`src/rtl/led_pkg.sv`:
```
// led_pkg: shared constants and types for the scanning-LED PWM output stage.
// Holds the default intensity width, the PWM period and the global brightness type.
// No ports; imported by led_trail_pwm and led_pwm_channel.
package led_pkg;

    localparam int LEVEL_BITS = 3;
    localparam int LEVEL_MAX  = (1 << LEVEL_BITS) - 1;

    // One PWM period per full intensity range, so duty granularity is 1/LEVEL_MAX.
    localparam int PWM_PERIOD = LEVEL_MAX;

    typedef logic [1:0] bright_t;

    localparam bright_t BRIGHT_RESET = 2'd3;

endpackage

```
`src/rtl/led_pwm_channel.sv`:
```
// led_pwm_channel: one LED's trail intensity register, brightness scaling and PWM compare.
// Ports: clk, reset (sync, active-high), pos_bit (this LED's scanner bit), move (position changed),
//        g (global brightness), cnt (shared PWM counter), led (registered PWM drive).
module led_pwm_channel
    import led_pkg::*;
#(
    parameter int LEVEL_BITS = led_pkg::LEVEL_BITS
) (
    input  logic                  clk,
    input  logic                  reset,
    input  logic                  pos_bit,
    input  logic                  move,
    input  bright_t               g,
    input  logic [LEVEL_BITS-1:0] cnt,
    output logic                  led
);

    localparam logic [LEVEL_BITS-1:0] LVL_MAX = '1;
    // Intensity times (g+1) needs two extra bits (g+1 is at most 4).
    localparam int PW = LEVEL_BITS + 2;

    logic [LEVEL_BITS-1:0] level_q, level_d;
    logic                  led_q, led_d;
    logic [PW-1:0]         prod;
    logic [LEVEL_BITS-1:0] duty;

    always_comb begin
        level_d = level_q;
        if (pos_bit) begin
            // The active bit is pinned at full intensity, moving or held.
            level_d = LVL_MAX;
        end else if (move) begin
            // Trail decays only when the scanner moves, never with time.
            level_d = level_q >> 1;
        end

        prod  = PW'(level_q) * (PW'(g) + PW'(1));
        duty  = prod[PW-1:2];
        led_d = (duty > cnt);
    end

    always_ff @(posedge clk) begin
        if (reset) begin
            level_q <= '0;
            led_q   <= 1'b0;
        end else begin
            level_q <= level_d;
            led_q   <= led_d;
        end
    end

    assign led = led_q;

endmodule

```
`src/rtl/led_trail_pwm.sv`:
```
// led_trail_pwm: drives LED pins with PWM, each LED fading as a trail behind the scanner bit.
// Ports: clk, reset (sync, active-high), led_pos (one-hot scanner position), brightness_step
//        (single-cycle pulse), led_out (registered PWM drive), bright_level (global brightness g).
module led_trail_pwm
    import led_pkg::*;
#(
    parameter int WIDTH      = 8,
    parameter int LEVEL_BITS = led_pkg::LEVEL_BITS
) (
    input  logic             clk,
    input  logic             reset,
    input  logic [WIDTH-1:0] led_pos,
    input  logic             brightness_step,
    output logic [WIDTH-1:0] led_out,
    output logic [1:0]       bright_level
);

    localparam logic [LEVEL_BITS-1:0] LVL_MAX  = '1;
    // Counter runs 0..LVL_MAX-1 so a full-intensity duty compares on every cycle.
    localparam logic [LEVEL_BITS-1:0] CNT_LAST = LVL_MAX - 1'b1;

    logic [WIDTH-1:0]      prev_pos_q, prev_pos_d;
    bright_t               g_q, g_d;
    logic [LEVEL_BITS-1:0] cnt_q, cnt_d;
    logic                  move;

    always_comb begin
        // Any difference counts as a move, including non-one-hot or all-zero input.
        move       = (led_pos != prev_pos_q);
        prev_pos_d = led_pos;

        g_d = g_q;
        if (brightness_step) begin
            g_d = bright_t'(g_q + 2'd1);
        end

        cnt_d = (cnt_q == CNT_LAST) ? '0 : cnt_q + 1'b1;
    end

    always_ff @(posedge clk) begin
        if (reset) begin
            prev_pos_q <= '0;
            g_q        <= BRIGHT_RESET;
            cnt_q      <= '0;
        end else begin
            prev_pos_q <= prev_pos_d;
            g_q        <= g_d;
            cnt_q      <= cnt_d;
        end
    end

    for (genvar i = 0; i < WIDTH; i++) begin : g_chan
        led_pwm_channel #(
            .LEVEL_BITS (LEVEL_BITS)
        ) u_chan (
            .clk     (clk),
            .reset   (reset),
            .pos_bit (led_pos[i]),
            .move    (move),
            .g       (g_q),
            .cnt     (cnt_q),
            .led     (led_out[i])
        );
    end

    assign bright_level = g_q;

endmodule

```
`config.mk`:
```
export PLATFORM = sky130hd
export DESIGN_NAME = led_trail_pwm
export DESIGN_NICKNAME = d
export VERILOG_FILES = /design/src/rtl/led_pkg.sv /design/src/rtl/led_pwm_channel.sv /design/src/rtl/led_trail_pwm.sv
export SDC_FILE = /design/constraint.sdc
export NUM_CORES = 1
export LEC_CHECK = 0
export BUFFER_PORTS_ARGS = -buffer_cell sky130_fd_sc_hd__clkbuf_2
export CAP_MARGIN = 10
export CORE_UTILIZATION = 55
export CTS_CLUSTER_DIAMETER = 50
export DETAILED_ROUTE_END_ITERATION = 6
export PLACE_DENSITY = 0.7
export SYNTH_ARGS = -nofsm -noshare
export SYNTH_HDL_FRONTEND = slang
export SYNTH_SLANG_ARGS = --single-unit
```
`constraint.sdc`:
```
create_clock -name clk -period 8.34 [get_ports clk]
set_input_delay 1.668 -clock clk [delete_from_list [all_inputs] [get_ports clk]]
set_output_delay 1.668 -clock clk [all_outputs]
set_load 0.01 [all_outputs]
```
==> impl_metrics.tcl <==
set metrics [dict create \
    num_rows 27 \
    p_sw_uw 189.0 \
    hp-start "g_chan[1].u_chan.level_q[0]" \
    period_minus_slack_ns 3.692 \
    holdPathStages 2 \
    grt_pass1_wl_um 9963 \
    cts_setup_buffers 0 \
    grt_overflow 0 \
    ys_seq_elements 45 \
    drt_iter0_drc 86 \
    postCtsHoldBufs 0 \
    ys_warn_count 0 \
    wl_per_cell_um 13.93 \
    worstPathArrival_ns 3.88 \
    critPathRequiredTime_ns 8.52 \
    cts_tree "done" \
    tns_ns 0 \
    r2r_slack_ns 4.65 \
    timing.rr.end "g_chan[2].u_chan.led" \
    postSynthAreaPerCell_um2 9.704 \
    finalHoldViolations 0 \
    regArea_um2 900.9 \
    power_uw 566.0 \
    synthTopCellsByArea "dfxtp_1, ha_1, fa_1" \
    drt_first_pass_iters 4 \
    die_y_um 79.00 \
    grt_antenna_before_repair 0 \
    root_buffer "clkbuf_8" \
    hold_class "reg2reg" \
    syn_area_um2 3261 \
    p_per_area_nw_per_um2 166.7 \
    async_reset_ff_share_pct 0 \
    p_comb_share_pct 31.7 \
    drv_slew 0 \
    tightest_slew_ns 1.142 \
    fin_skew_ns 0.003480 \
    die_w_um 79.00 \
    synth_edf_count 0 \
    ir_worst_vdd_uv 112.7 \
    h-tree-depth 2 \
    fill_cells 508 \
    grtUsageTotal_pct 20.37 \
    avgViaCountPerCell 5.506 \
    drv_cap 0 \
    wl_um 5753 \
    timing.fmax_mhz 270.8 \
    clk_latency_ns 0.30 \
    r2r_cells 9 \
    cts-resized-gates 0 \
    synth_nets 406 \
    yosys.area.top_type "dfxtp_1" \
    ios 21 \
    grt_max_degree 45 \
    power.internal_uw 377.0 \
    startpoint_type "flop" \
    status "finished, final reports clean" \
    syn_inst 336 \
    yosysSeqAreaShare_pct 27.63 \
    worstSetupEndpointType "flop" \
    synth_top_area_share_pct 27.63 \
    path_max_fanout 24 \
    period_share_pct 44.27 \
    multi_input_area_um2 2141 \
    power.leakage_uw 0.001625 \
    crit_type "reg2reg" \
    synth_cell_types 27 \
    swShare_pct 33.39 \
    pwr-share-clk_pct 23.9 \
    core_um2 5608 \
    antenna_cells 0 \
    clockBufferDepth 2 \
    initial_core_util_pct 58.14 \
    drtAntennaViolNets 0 \
    r2r_start "bright_level[0]" \
    dieArea_um2 6240 \
    min_to "g_chan[1].u_chan.level_q[0]" \
    portBuffers 20 \
    syn_to_final_growth_pct 4.144 \
    drive_gt1_share_pct 10.56 \
    synthFlopType "dfxtp_1" \
    nNetsFinal 411 \
    rsz0062_at_grt "false" \
    hpwl_um 4257 \
    vias 2274 \
    finalSetupViolations 0 \
    clk_pin_slew_worst_paths_ns 0.08 \
    slew_headroom_pct 23.31 \
    drc 0 \
    seqPwrFrac_pct 44.4 \
    clock_sinks 45 \
    numCtsBuffers 5 \
    grt_pass1_vias 2165 \
    gp_congestion 0.7140 \
]
==> Yosys cell counts (6+ instances only) <==
cell type,number
dfxtp_1,45
ha_1,43
and2_1,33
nor2_1,27
a211oi_1,20
inv_1,19
nor2b_1,18
fa_1,16
xor2_1,16
buf_4,10
a21o_1,9
a21oi_1,9
clkbuf_1,9
xnor2_1,9
a311oi_1,8
a31oi_1,8
and3_1,8
nand2_1,8
a21boi_0,6
==> cell usage in the layout (no fill, tap or decap), drive strengths merged <==
cell type	synthesis	routed
dfxtp	45	45
ha	43	43
and2	33	33
nor2	27	27
clkbuf	9	25
a211oi	24	24
inv	19	19
nor2b	18	18
xor2	16	16
fa	16	16
xnor2	9	9
a21oi	9	9
a21o	9	9
nand2	8	8
and3	8	8
a31oi	8	8
a311oi	8	8
a21boi	8	8
nor4	2	2
a211o	1	1
nor3	1	1
nand2b	1	1
clkinvlp	0	1
clkinv	0	1
buf	14	1
==> metal layers <==
layer	part of all wire (%)	global-route usage, %	wire length, um	vias to the layer above
met5	0	0	0	-
met4	1.2	6.000	70	0
met3	2.7	3.448	154	7
met2	44	33.10	2540	30
met1	52	27.65	2988	1082
li1	-	-	-	1155
==> power groups by stage <==
stage | logic [uW] | registers (uW) | clock network [uW]
finish | 179 | 251 | 135
global route | 206 | 254 | 147
CTS | 181 | 251 | 141
detailed placement | 179 | 257 | 0
global placement | 171 | 256 | 0
floorplan | 150 | 251 | 0
==> worst max-delay path: stages, from the launching register on <==
cell and delay, ns:
dfxtp_1 0.64, ha_1 0.74, and2_1 0.24, fa_1 0.42, ha_1 0.22, fa_1 0.38
xor2_1 0.16, xnor2_1 0.17, ha_1 0.26, a311oi_1 0.34
==> layout make-up <==
cell class	instances	share of cell area [%]
well taps	72	2.653
repair buffers	21	3.169
clock inverters	2	0.4790
inverters	19	2.100
flip-flops and latches	45	26.53
multi-input cells	249	63.04
clock buffers	5	2.027
==> logic make-up (layout without fill, tap and decap cells) <==
group,after synthesis,in the layout,synth area share (%)
DFF,45,45,27.63
xor gates and xnor gates,25,25,6.715
buffers and inverters,42,47,6.715
adders and majority gates,59,59,26.32
and+or+nand+nor,98,98,17.00
AOI/OAI and AO/OA,67,67,15.62
==> how the worst max path moves through the flow <==
stage | from | to | slack [ns] | depth (start not counted)
after global placement | led_pos[2] | g_chan[5].u_chan.level_q[1] | 4.36 | 5
final | bright_level[0] | g_chan[2].u_chan.led | 4.65 | 9
after CTS | led_pos[2] | g_chan[2].u_chan.level_q[0] | 4.64 | 5
after floorplan | bright_level[0] | g_chan[3].u_chan.led | 5.37 | 10
after global routing | bright_level[0] | g_chan[3].u_chan.led | 4.44 | 10
after detailed placement | led_pos[2] | g_chan[2].u_chan.level_q[0] | 4.32 | 5
==> sequential cells by signal, summed over array words and instances (netlist names) <==
signal / flops
bright_level: 2
cnt_q: 3
g_chan.u_chan.led: 8
g_chan.u_chan.level_q: 24
prev_pos_q: 8
==> through the flow <==
stage	instance area, um2	util [%]	instances	setup WS (ns)	hold slack (ns)
after floorplan	3261	-	336	5.374	0.5013
after global placement	3311	59.04	406	4.359	0.5184
final	3396	60.55	413	4.648	0.5364
after global routing	3396	60.55	413	4.438	0.5633
after CTS	3396	60.55	413	4.638	0.5434
after detailed placement	3311	59.04	406	4.325	0.5310
Note: power is estimated with default switching activity, not from simulation.
